### src/rtl/trace_chk_pkg.sv
// Shared types and helpers for the trace output checker.
// Latency: n/a (types, constants and a pure function only).
// Backpressure: n/a.
package trace_chk_pkg;

  typedef enum logic [1:0] {
    ST_IDLE   = 2'd0,
    ST_RUN    = 2'd1,
    ST_REPORT = 2'd2,
    ST_DONE   = 2'd3
  } state_t;

  localparam int RPT_WORDS = 6;

  // Report word order as seen by the host collector.
  localparam logic [2:0] WI_STEP  = 3'd0;
  localparam logic [2:0] WI_SIG   = 3'd1;
  localparam logic [2:0] WI_MM    = 3'd2;
  localparam logic [2:0] WI_DIFF0 = 3'd3;
  localparam logic [2:0] WI_DIFF1 = 3'd4;
  localparam logic [2:0] WI_DIFF2 = 3'd5;
  localparam logic [2:0] WI_LAST  = 3'(RPT_WORDS - 1);

  // Rotate left; k must be in 1..31.
  function automatic logic [31:0] rotl32(input logic [31:0] x, input int unsigned k);
    rotl32 = (x << k) | (x >> (32 - k));
  endfunction

endpackage

### src/rtl/trace_sig_acc.sv
// Running 32-bit signature of DUT output words, seeded on load.
// Latency: folded value visible one cycle after i_step_vld.
// Backpressure: none; every qualified step is absorbed.
// Ports: clk/rst; i_load reloads SIG_SEED; i_step_vld + i_out_0..2 fold a step; o_sig = current signature.
module trace_sig_acc
  import trace_chk_pkg::*;
#(
  parameter logic [31:0] SIG_SEED = 32'h0000_0000
) (
  input  logic        clk,
  input  logic        rst,
  input  logic        i_load,
  input  logic        i_step_vld,
  input  logic [31:0] i_out_0,
  input  logic [31:0] i_out_1,
  input  logic [31:0] i_out_2,
  output logic [31:0] o_sig
);

  logic [31:0] r_sig;
  logic [31:0] w_sig_nxt;

  // Distinct rotations per word keep equal values in different lanes from cancelling.
  assign w_sig_nxt = rotl32(r_sig, 1) ^ i_out_0 ^ rotl32(i_out_1, 11) ^ rotl32(i_out_2, 22);

  always_ff @(posedge clk) begin
    if (rst) begin
      r_sig <= SIG_SEED;
    end else if (i_load) begin
      r_sig <= SIG_SEED;
    end else if (i_step_vld) begin
      r_sig <= w_sig_nxt;
    end
  end

  assign o_sig = r_sig;

endmodule

### config.mk
export PLATFORM = sky130hd
export DESIGN_NAME = trace_sig_acc
export DESIGN_NICKNAME = d
export VERILOG_FILES = /design/src/rtl/trace_chk_pkg.sv /design/src/rtl/trace_sig_acc.sv
export SDC_FILE = /design/constraint.sdc
export NUM_CORES = 1
export LEC_CHECK = 0
export ABC_AREA = 1
export BUFFER_PORTS_ARGS = -buffer_cell sky130_fd_sc_hd__buf_2
export CORE_MARGIN = 1.5
export CORE_UTILIZATION = 25
export CTS_CLUSTER_SIZE = 16
export DETAILED_ROUTE_END_ITERATION = 16
export PLACE_DENSITY = 0.53
export SLEW_MARGIN = 25
export SYNTH_ARGS = -nofsm -noshare
export SYNTH_HDL_FRONTEND = slang
export SYNTH_SLANG_ARGS = --single-unit
### constraint.sdc
create_clock -name clk -period 1.3 [get_ports clk]
set_clock_uncertainty 0.1 [all_clocks]
set_input_delay 0.13 -clock clk [delete_from_list [all_inputs] [get_ports clk]]
set_output_delay 0.13 -clock clk [all_outputs]
set_load 0.02 [all_outputs]
==> results.md <==
- Status: complete, no violations
- Kind of critical path: reg2out
- Compound-Gate Fraction of Synth Area: under 10%
- Post-layout min period: 1.08 ns
- Number of global-route vias before repair: between 3000 and 4000
- CP max stage cell: dfxtp_1
- Leak: roughly 3.2 nW
- Power Total: 3.30 mW
- WL final: 9030 µm
- Normalized max-slew margin: 79.6%
- Hold Crit Depth: 7
- Hold buffer count at CTS: 0
- Final antenna-violating net count: 0
- Pins Over Slew Limit: 0
- Reg2reg path depth: 7
- Mapped Area: 3590 µm²
- Area of the core: about 14000 µm²
- Max reg flops: 32
- Routed wire length per instance: about 8.5 µm
- Share of layout cells above drive strength 1: approximately a fifth
- Initial DRC count: about 130
- Post-CTS sizing: 0
- Data required time of the critical path: approximately 1.1 ns
- Gr ovfl total: 0
- Largest stage delay, worst path: 0.38 ns
- Largest family of logic cells by synthesized area: simple AND/OR/NAND/NOR gates
- DP HPWL: about 7400 µm
- RSZ-0062 raised after global routing: no
- Vias: around 4200
- Sequential element share of the synthesized area: 17.8%
- Inst Count DP: about 1100
- Ant diodes: 0
- Post-Synth XOR/XNOR Area: 0%
- DR pass1 iterations: 4
- WP buf/inv: 1
- Crit-path cells: buf_2
- Measured slew at the worst slew-check pin: just over 0.3 ns
- Worst-path clk slew: ~0.05 ns
- Layout fillers: between 1500 and 2000
- Net count, final: 982
- DRC viols: 0
- CTS Root Cell: clkbuf_16
- Post-Synth Simple-Gate Area: 54.8%
- Die width: about 120 µm
- Num CTS Buffers: 5
- WP depth: 1
- Clock power frac: a little over a third
- CP delay by family, top: flip-flops
- Worst vdd ir: about 360 µV
- Hold Crit Class: in2reg
- DR vias/cell: approximately 4
- Power share of the combinational group: 31.4%
- Worst-Skew Late Latency: approximately 0.27 ns
- GP Congestion: about 0.75
- Adder-cell area share of the yosys netlist: 0%
- Switching Fraction: 33.2%
- Final setup vio count: 0
- Reg power frac: about a third
- Final cell count without fillers: ~1100
- Mapped Avg Cell Area: 4.79 µm²
- Largest net degree at the start of global routing: 33
- Die footprint: around 15000 µm²
- Port-buffer cells: 131
- Starting Density: between 20% and 30%
- Tot GR Track Use: 12.4%
- Max_cap viols: 0
- CTS H-tree depth: 2
- Die Y: about 120 µm
- Final Hold Fails: 0
- Cell-internal power: about 2.2 mW
- Switch Pwr: 1.10 mW
- Final worst-path cycle share: approximately 83%
- Clock buffer depth: 2
- Startpoint types: flop
- Pwr dens: about 700 nW/µm²
- Max FO, Critical Path: 4
- Post-synth net total: 849
- Row count: 43
- Synth warn: 0
- Setup TNS Final: 0 ns
- # clock sinks: 32
- First-pass GRT wire length: around 16000 µm
- Top-Level Pins: 132
- FF+latch count, synth: 32
- Fmax: approximately 900 MHz
- Area Growth Syn to Fin: 27.6%
- Initial antenna violation count: 1
- Setup crit end kind: output port
- CTS tree: built
- Mux cell area share after synthesis: 0%
- Post-CTS Setup Inserts: 0
- Crit path DAT: around 0.85 ns
- Synthesized instance count: 749
- Yosys cell types: 14
==> placed cells by master, fill, tap and decap left out <==
cell,synthesis,routed
inv_1,161,160
a21oi_2,30,30
clkbuf_16,0,5
a21oi_1,2,2
buf_2,1,131
or2_2,0,1
buf_4,1,4
inv_2,0,1
dfxtp_1,32,32
nand3_1,32,32
clkbuf_1,1,2
clkbuf_8,1,1
buf_12,0,2
nand2_1,480,480
==> path summary, 6_finish.rpt <==
check / from / to / slack, ns
worst max-delay path: o_sig[2] / o_sig[2] / 0.22
worst min-delay path: i_out_1[18] / o_sig[29] / 0.16
worst max register to register: o_sig[30] / o_sig[31] / 0.25
worst min register to register: o_sig[31] / o_sig[31] / 0.52
==> final cells by class <==
type | instances | area, µm² | share of cell area, %
timing repair buffer | 137 | 726 | 15.8
tap | 180 | 225 | 4.91
sequential | 32 | 641 | 14.0
clock buffer | 8 | 146 | 3.19
inverter | 161 | 604 | 13.2
multi-input combinational | 545 | 2240 | 48.9
==> worst reg2reg max path, stage by stage (launching register included) <==
cell     delay [ns]
dfxtp_1        0.36
inv_1          0.09
nand2_1        0.06
nand2_1        0.05
nand2_1        0.05
nand3_1        0.12
nand2_1        0.09
inv_1          0.04
==> metal layers <==
layer / wire (µm) / vias up / track usage, % / part of all wire (%)
met1: 4510 / 1712 / 16.6 / 50
met3: 624 / 6 / 3.30 / 6.9
li1: - / 2408 / - / -
met4: 47 / 2 / 2.18 / 0.52
met2: 3840 / 82 / 20.1 / 43
met5: 7 / - / 0 / 0.078
==> synth_stat cells <==
cell / count / area, µm²
clkbuf_1: 1 / 3.75
a21oi_1: 2 / 10.0
buf_4: 1 / 7.51
or2_1: 1 / 6.26
clkbuf_2: 1 / 5.00
clkbuf_8: 1 / 13.8
buf_6: 4 / 45.0
nand3_1: 32 / 160
dlymetal6s2s_1: 2 / 25.0
a21oi_2: 30 / 263
nand2_1: 480 / 1800
inv_1: 161 / 604
dfxtp_1: 32 / 641
buf_2: 1 / 5.00
==> power groups by stage <==
stage / registers [mW] / clock network [mW] / logic [mW]
final: 1.07 / 1.19 / 1.04
after global routing: 1.08 / 1.29 / 1.22
after CTS: 1.07 / 1.24 / 1.05
after detailed placement: 1.09 / 0 / 1.05
after floorplan: 1.14 / 0 / 0.629
after global placement: 1.09 / 0 / 1.04
==> stage by stage <==
step / cell area (µm²) / worst slack, ns / util, % / hold WS (ns)
CTS: 4580 / 0.203 / 32.9 / 0.161
finish: 4580 / 0.221 / 32.9 / 0.165
detailed placement: 4440 / 0.158 / 31.8 / 0.452
global placement: 4440 / 0.153 / 31.8 / 0.448
global route: 4580 / 0.0905 / 32.9 / 0.211
floorplan: 3590 / 0.227 / - / 0.309
==> kinds of logic (layout without fill, tap and decap cells) <==
logic type | Yosys count | after routing
compound gates | 32 | 32
buf+inv | 172 | 306
flops | 32 | 32
simple gates | 513 | 513
Power figures use the tool's default switching activity.
